[src/rtl/aww_types_pkg.sv]
// rtl/aww_types_pkg.sv - Arbiter FSM state encoding.
package aww_types_pkg;

  typedef enum logic [1:0] {
    IDLE   = 2'd0,
    IGRANT = 2'd1,
    DGRANT = 2'd2
  } arb_state_t;

endpackage

[src/rtl/cpu_types_pkg.sv]
// rtl/cpu_types_pkg.sv - Shared datapath types: machine word and RAM status.
package cpu_types_pkg;

  typedef logic [31:0] word_t;

  typedef enum logic [1:0] {
    FREE   = 2'd0,
    BUSY   = 2'd1,
    ACCESS = 2'd2,
    ERROR  = 2'd3
  } ramstate_t;

endpackage

[src/rtl/mem_arbiter_if.sv]
// rtl/mem_arbiter_if.sv - Requester and RAM signals seen by the memory arbiter.
interface mem_arbiter_if;

  logic                     iREN;
  cpu_types_pkg::word_t     iaddr;
  logic                     iwait;
  cpu_types_pkg::word_t     iload;

  logic                     dREN;
  logic                     dWEN;
  cpu_types_pkg::word_t     daddr;
  cpu_types_pkg::word_t     dstore;
  logic                     dwait;
  cpu_types_pkg::word_t     dload;

  logic                     ramREN;
  logic                     ramWEN;
  cpu_types_pkg::word_t     ramaddr;
  cpu_types_pkg::word_t     ramstore;
  cpu_types_pkg::word_t     ramload;
  cpu_types_pkg::ramstate_t ramstate;

  logic                     err;

  modport slave (
    input  iREN, iaddr, dREN, dWEN, daddr, dstore, ramload, ramstate,
    output iwait, iload, dwait, dload, ramREN, ramWEN, ramaddr, ramstore, err
  );

  modport master (
    output iREN, iaddr, dREN, dWEN, daddr, dstore, ramload, ramstate,
    input  iwait, iload, dwait, dload, ramREN, ramWEN, ramaddr, ramstore, err
  );

endinterface

[src/rtl/mem_arbiter.sv]
// rtl/mem_arbiter.sv - Single-port RAM arbiter, data priority with bounded instruction starvation.
module mem_arbiter
  import cpu_types_pkg::*;
  import aww_types_pkg::*;
#(
  parameter int STARVE_LIMIT = 4
) (
  input  logic         CLK,
  input  logic         nRST,
  mem_arbiter_if.slave bus
);

  localparam int STREAK_W = (STARVE_LIMIT < 1) ? 1 : $clog2(STARVE_LIMIT + 1);
  localparam logic [STREAK_W-1:0] LIMIT = STREAK_W'(STARVE_LIMIT);

  arb_state_t          state_q, state_d;
  logic [STREAK_W-1:0] streak_q, streak_d;
  logic                err_q, err_d;

  logic d_req;
  logic access;

  assign d_req  = bus.dREN | bus.dWEN;
  assign access = (bus.ramstate == ACCESS);

  assign bus.iwait = bus.iREN & ~((state_q == IGRANT) & access);
  assign bus.dwait = d_req & ~((state_q == DGRANT) & access);
  assign bus.iload = bus.ramload;
  assign bus.dload = bus.ramload;
  assign bus.err   = err_q;

  always_ff @(posedge CLK or negedge nRST) begin
    if (!nRST) begin
      state_q  <= IDLE;
      streak_q <= '0;
      err_q    <= 1'b0;
    end else begin
      state_q  <= state_d;
      streak_q <= streak_d;
      err_q    <= err_d;
    end
  end

  always_comb begin
    state_d      = state_q;
    streak_d     = streak_q;
    err_d        = err_q;
    bus.ramREN   = 1'b0;
    bus.ramWEN   = 1'b0;
    bus.ramaddr  = '0;
    bus.ramstore = '0;

    unique case (state_q)
      IDLE: begin
        // Data wins unless the instruction side has already been passed over LIMIT times.
        if (d_req && (!bus.iREN || STARVE_LIMIT == 0 || streak_q < LIMIT)) begin
          state_d = DGRANT;
        end else if (bus.iREN) begin
          state_d = IGRANT;
        end
      end
      IGRANT: begin
        bus.ramREN  = 1'b1;
        bus.ramaddr = bus.iaddr;
        if (!bus.iREN) begin
          state_d = IDLE;
        end else if (access) begin
          state_d  = IDLE;
          streak_d = '0;
        end
      end
      DGRANT: begin
        bus.ramaddr  = bus.daddr;
        bus.ramstore = bus.dstore;
        bus.ramWEN   = bus.dWEN;
        bus.ramREN   = bus.dREN & ~bus.dWEN;
        if (!d_req) begin
          state_d = IDLE;
        end else if (access) begin
          state_d = IDLE;
          if (!bus.iREN) begin
            streak_d = '0;
          end else if (streak_q < LIMIT) begin
            streak_d = streak_q + STREAK_W'(1);
          end
        end
      end
      default: state_d = IDLE;
    endcase

    if (state_q != IDLE && bus.ramstate == ERROR) begin
      err_d = 1'b1;
    end
  end

endmodule

[src/flat_wrapper.sv]
// flat-port wrapper written by rule: the top's interface ports become plain ports
module mem_arbiter_flat import cpu_types_pkg::*; import aww_types_pkg::*;
#(
  parameter int STARVE_LIMIT = 4
)
  (CLK, nRST, bus_iREN, bus_iaddr, bus_dREN, bus_dWEN, bus_daddr, bus_dstore, bus_ramload, bus_ramstate, bus_iwait, bus_iload, bus_dwait, bus_dload, bus_ramREN, bus_ramWEN, bus_ramaddr, bus_ramstore, bus_err);
  mem_arbiter_if bus_i ();
  input  logic CLK;
  input  logic nRST;
  input wire logic [$bits(bus_i.iREN)-1:0] bus_iREN;
  input wire logic [$bits(bus_i.iaddr)-1:0] bus_iaddr;
  input wire logic [$bits(bus_i.dREN)-1:0] bus_dREN;
  input wire logic [$bits(bus_i.dWEN)-1:0] bus_dWEN;
  input wire logic [$bits(bus_i.daddr)-1:0] bus_daddr;
  input wire logic [$bits(bus_i.dstore)-1:0] bus_dstore;
  input wire logic [$bits(bus_i.ramload)-1:0] bus_ramload;
  input wire logic [$bits(bus_i.ramstate)-1:0] bus_ramstate;
  output wire logic [$bits(bus_i.iwait)-1:0] bus_iwait;
  output wire logic [$bits(bus_i.iload)-1:0] bus_iload;
  output wire logic [$bits(bus_i.dwait)-1:0] bus_dwait;
  output wire logic [$bits(bus_i.dload)-1:0] bus_dload;
  output wire logic [$bits(bus_i.ramREN)-1:0] bus_ramREN;
  output wire logic [$bits(bus_i.ramWEN)-1:0] bus_ramWEN;
  output wire logic [$bits(bus_i.ramaddr)-1:0] bus_ramaddr;
  output wire logic [$bits(bus_i.ramstore)-1:0] bus_ramstore;
  output wire logic [$bits(bus_i.err)-1:0] bus_err;
  assign bus_i.iREN = bus_iREN;
  assign bus_i.iaddr = bus_iaddr;
  assign bus_i.dREN = bus_dREN;
  assign bus_i.dWEN = bus_dWEN;
  assign bus_i.daddr = bus_daddr;
  assign bus_i.dstore = bus_dstore;
  assign bus_i.ramload = bus_ramload;
  assign bus_i.ramstate = bus_ramstate;
  assign bus_iwait = bus_i.iwait;
  assign bus_iload = bus_i.iload;
  assign bus_dwait = bus_i.dwait;
  assign bus_dload = bus_i.dload;
  assign bus_ramREN = bus_i.ramREN;
  assign bus_ramWEN = bus_i.ramWEN;
  assign bus_ramaddr = bus_i.ramaddr;
  assign bus_ramstore = bus_i.ramstore;
  assign bus_err = bus_i.err;
  mem_arbiter #(.STARVE_LIMIT(STARVE_LIMIT)) u_core (.CLK(CLK), .nRST(nRST), .bus(bus_i));
endmodule
[config.mk]
export PLATFORM = sky130hd
export DESIGN_NAME = mem_arbiter_flat
export DESIGN_NICKNAME = d
export VERILOG_FILES = /design/src/rtl/aww_types_pkg.sv /design/src/rtl/cpu_types_pkg.sv /design/src/rtl/mem_arbiter_if.sv /design/src/rtl/mem_arbiter.sv /design/src/flat_wrapper.sv
export SDC_FILE = /design/constraint.sdc
export NUM_CORES = 1
export LEC_CHECK = 0
export ABC_CLOCK_PERIOD_IN_PS = 2350
export CAP_MARGIN = 20
export CORE_AREA = 5 5 100 102
export CTS_CLUSTER_SIZE = 16
export DETAILED_ROUTE_END_ITERATION = 8
export DIE_AREA = 0 0 105 107
export PLACE_DENSITY = 0.7
export SETUP_SLACK_MARGIN = 0.3
export SLEW_MARGIN = 20
export SYNTH_ARGS = -nofsm -noshare
export SYNTH_HDL_FRONTEND = slang
export SYNTH_SLANG_ARGS = --single-unit
[constraint.sdc]
create_clock -name CLK -period 2.35 [get_ports CLK]
set_input_delay 0.235 -clock CLK [delete_from_list [all_inputs] [get_ports CLK]]
set_output_delay 0.235 -clock CLK [all_outputs]
set_load 0.05 [all_outputs]
======== Word level (Yosys, flattened, before mapping) ========
Cells that the tools add are included.
word-level totals
  register bits ........................... 6
  input port bits ......................... 135
  output and inout bits ................... 133
cells by class
  $add $sub $neg .......................... 1
  order comparisons ....................... 1
  equal/unequal tests ..................... 10
  mux-type cells .......................... 17
  bitwise logic cells ..................... 9
  reduce and logical (&&, ||, !) cells .... 8
operator list
  kind                   count
  $pmux W32 S2           1
  $mux W32               1
  $mux W3                6
  $mux W2                5
  $eq A2 B2 Y1 const B   3
  $ne A2 B1 Y1 const B   3
  $pmux W2 S3            1
  $pmux W3 S2            1
  $reduce_and A6 Y1      1
  $and A1 B1 Y1          5
  $reduce_bool A2 Y1     2
  $add A3 B1 Y3 const B  1
  $lt A3 B3 Y1 const B   1
  $ne A3 B2 Y1 const B   1
  $ne A3 B3 Y1 const B   1
  $not A1 Y1             3
  $eq A2 B1 Y1 const B   1
  $logic_and A1 B1 Y1    2
  $logic_not A2 Y1       1
  $ne A2 B2 Y1 const B   1
  $pmux W1 S2            1
  $logic_not A1 Y1       1
  $logic_or A1 B1 Y1     1
  $mux W1                1
  $or A1 B1 Y1           1

======== Logic depth before layout (Yosys ltp) ========
  depth in word-level cells ............... 6
  depth in mapped cells ................... 7
  gate-level depth less buffers ........... 5

======== Worst setup path before layout ========
No wires, ideal clock.
  path kind ............................... reg-to-output
  from .................................... register u_core.state_q[0]
  to ...................................... output port bus_ramaddr[0]
  arrival ................................. 1878 ps
  data required time ...................... 2115 ps
  slack ................................... 237 ps
  cell stages (with the launch flop) ...... 7
  buffers on the path ..................... 2
  cells stage by stage .................... dfrtp_1 > inv_1 > ha_1 > buf_2 > clkbuf_1 > a22oi_1 > nor2b_1
on the way
  cells in the longest elaborated chain, start to end .. 2
  elaborated cells between the ends (all ways) .. 3
  classes of those cells .................. eq/ne (2); mux (1)
RTL lines
  what                                                 RTL line            RTL
  from (decl)                                          mem_arbiter.sv:16   arb_state_t state_q, state_d;
  from (signal assigned)                               mem_arbiter.sv:38   state_q <= state_d;
  $eq A2 B2 Y1 / $eq A2 B1 Y1 (equally long branches)  mem_arbiter.sv:53   unique case (state_q)
  $pmux W32 S2 (*)                                     mem_arbiter.sv:53
  to (decl)                                            flat_wrapper.sv:24  output wire logic [$bits(bus_i.ramaddr)-1:0] bus_ramaddr;
Mark *: on every way between the ends. The rest lies on a longest branch, timed or not.

======== Final worst setup path ========
  from .................................... register u_core.state_q[0]
  to ...................................... output port bus_ramaddr[10]
The elaborated chain is that of the path after synthesis.

==> results.ini <==
[synth]
synthMuxAreaShare_pct=1.22
synth.net_count=365
synth_seq_cells=6
synth-simple-area-share_pct=29.6
syn-mean-instance-area_um2=7.28
synthAdderAreaFrac_pct=3.82
synth_top_family_by_area=buffers and inverters
synth_seq_area_share_pct=9.16
synth_area_um2=1640
synth_compound_area_share_pct=21.8
syn_inst=225
synth-xor-area-share_pct=0
yosysWarnings=0
synth.distinct_cells=30

[worst_setup_path]
r2r_slack_ns=0.53
slowest_delay_ns=0.42
path_delay_family=buffers and inverters
cp.required_ns=2.12
slowest_stage=dfrtp_1
crit_buf_inv=3
crit_fanout=36
crit_type=flop to primary output
rr_worst_depth=6
timing.rr.start=u_core.state_q[0]
start_kind=flop
critPathCaptureType=primary output
cp_cell_sequence=inv_1, ha_2, buf_12, a22oi_1, nor2b_1, buf_12
cp_common_cell=buf_12
arrival_ns=1.70
r2r-end=u_core.streak_q[0]
cp_num_cells=6

[placement]
placed_cells=432
io_buffers=171
place.gp.congestion=0.716
place_hpwl_um=6280

[detailed_routing]
drt_iter0_drc=46
first_pass_iters=4
met2_wirelength_um=3830
vias_per_cell=4.39
num_vias=1914
antenna_left=0
drc=0
wl_met1_um=2230
wire_per_inst_um=17.0
routed.top_layer=met5
dr_wl_met3_um=922
routed_wl_um=7430

[sta]
rsz0062_at_grt=no
min_period_ns=1.93
finalClockSkew_ns=0.00244
setup_viol=0
fmax_mhz=518
worst_pin_slew_ns=0.492
slew-limit-headroom_pct=67.1
slew_violations=0
post-route-period-util_pct=82.1
final_hold_viol_count=0
finalSetupTns_ns=0

[clock_network]
cts_buffer_depth=2
h-tree-depth=1
clk_latency_ns=0.22
ctsHoldBuffers=0
cts_buffers=3
root_buffer=clkbuf_8
cts.sinks=6
cts_tree=done
path_clk_slew_ns=0.04

[power]
internal_power_uw=2010
irDropWorstVdd_v=0.000548
p_seq_share_pct=4.3
combPwrFrac_pct=92.0
finalPower_uw=4200
power.switching_uw=2190
power_density_nw_per_um2=1180
swShare_pct=52.2
p_leak_uw=0.00137
clkPwrFrac_pct=3.7

[floorplan]
coreArea_um2=9020
die-width_um=105
start_util_pct=18.2
dieHeight_um=107
pin_count=268
rows=35
dieArea_um2=11200

[hold_path]
hp-class=input pin to async pin

[flow_run]
cap_violations=0

[cells_and_area]
mostFrequentLayoutCell=clkdlybuf4s50_1
layout_common_cells=clkdlybuf4s50_1 (103), buf_12 (49), and2_1 (33), a22oi_1 (32), nor2b_2 (28)
drive_above_1_share_pct=33.8
antenna_cells=0
fill_cells=903
area_delta_synth_final_pct=118
finalNonFillerCells=436
nNetsFinal=467

[global_routing]
antenna_found_initial=2
track_usage_pct=11.9
overflow=0
grt_max_degree=73
grt_pass1_wl_um=10900
grt_pass1_vias=2120

[run_status]
status=completed

power groups by stage:
stage	clock, uW	combinational, uW	sequential (uW)
finish	156	3860	182
global route	164	4070	186
floorplan	0	2430	172
detailed placement	0	3860	183
CTS	158	3860	181
global placement	0	3820	177
metrics by stage:
step / cell area [um^2] / utilization, % / setup slack [ns] / hold slack [ns]
after floorplan: 1710 / - / 0.307 / -0.0606
after global placement: 3500 / 38.8 / 0.553 / 0.449
after detailed placement: 3500 / 38.8 / 0.469 / 0.459
after CTS: 3540 / 39.3 / 0.343 / 0.263
after global routing: 3570 / 39.6 / 0.304 / 0.281
final: 3570 / 39.6 / 0.419 / 0.255
cell families (layout without fill, tap and decap cells):
| kind of cell | count (synthesis) | after routing |
|---|---|---|
| buf+inv | 85 | 185 |
| simple gates | 80 | 80 |
| compound gates | 47 | 47 |
| flops | 6 | 6 |
| fa+ha+maj | 5 | 5 |
| mux | 2 | 2 |
state kept, by name (all words and copies together), names as in the netlist:
| register | flops |
|---|---|
| u_core.streak_q | 3 |
| u_core.bus.err | 1 |
| u_core.state_q | 2 |
worst register-to-register path, cell delays in order (launching register included):
cell and delay, ns:
dfrtp_1 0.42, inv_1 0.10, ha_2 0.23, buf_12 0.21, o21ai_1 0.12, or4b_4 0.50, mux2i_1 0.15
synth_stat cells:
cell	number	area share (%)
buf_4	64	29
o21ai_1	1	0.31
nor2b_1	33	13
buf_2	4	1.2
or4b_4	1	0.84
and2_1	33	13
dfrtp_1	6	9.2
a31o_2	1	0.53
a22oi_1	32	15
o2111ai_1	1	0.53
a21boi_1	1	0.46
nor3_1	3	0.92
o21a_1	1	0.46
o21ai_0	1	0.31
nand2_1	3	0.69
o22ai_2	1	0.76
nand3_1	1	0.31
ha_1	5	3.8
a221o_1	2	1.2
inv_1	5	1.1
nor2_1	4	0.92
o2bb2ai_1	1	0.53
clkbuf_1	9	2.1
or3_1	1	0.38
buf_1	3	0.69
a21oi_1	2	0.61
mux2i_1	2	1.2
o211ai_1	1	0.46
a211oi_1	2	0.92
nand2b_1	1	0.38
layer usage:
metal  up-vias  track usage [%]
met3        56             5.06
met4         4             7.12
met2       117             22.3
met5         -                0
met1       839             10.5
li1        898                -
what timing repair did:
action | in CTS | in global routing
resized for setup | 0 | 1
setup endpoints to repair | 0 | 22
buffers inserted | 0 | 0
hold endpoints to repair | 0 | 0
worst max-delay path by stage:
| stage | from | to | slack, ns |
|---|---|---|---|
| final | u_core.state_q[0] | bus_ramaddr[10] | 0.42 |
| after global routing | u_core.state_q[0] | bus_ramaddr[12] | 0.30 |
| after CTS | u_core.state_q[0] | bus_ramaddr[10] | 0.34 |
| after detailed placement | u_core.state_q[0] | u_core.streak_q[0] | 0.47 |
| after global placement | u_core.state_q[0] | u_core.streak_q[1] | 0.55 |
| after floorplan | u_core.state_q[0] | bus_ramaddr[9] | 0.31 |
final cells by class:
class | count | area [um^2] | share of cell area [%]
repair buffers | 177 | 2220 | 62.2
multi-input cells | 134 | 1000 | 28.0
flip-flops and latches | 6 | 150 | 4.20
well taps | 111 | 139 | 3.89
clock buffers | 3 | 41.3 | 1.16
inverters | 5 | 18.8 | 0.526
(Power assumes the default switching activity.)
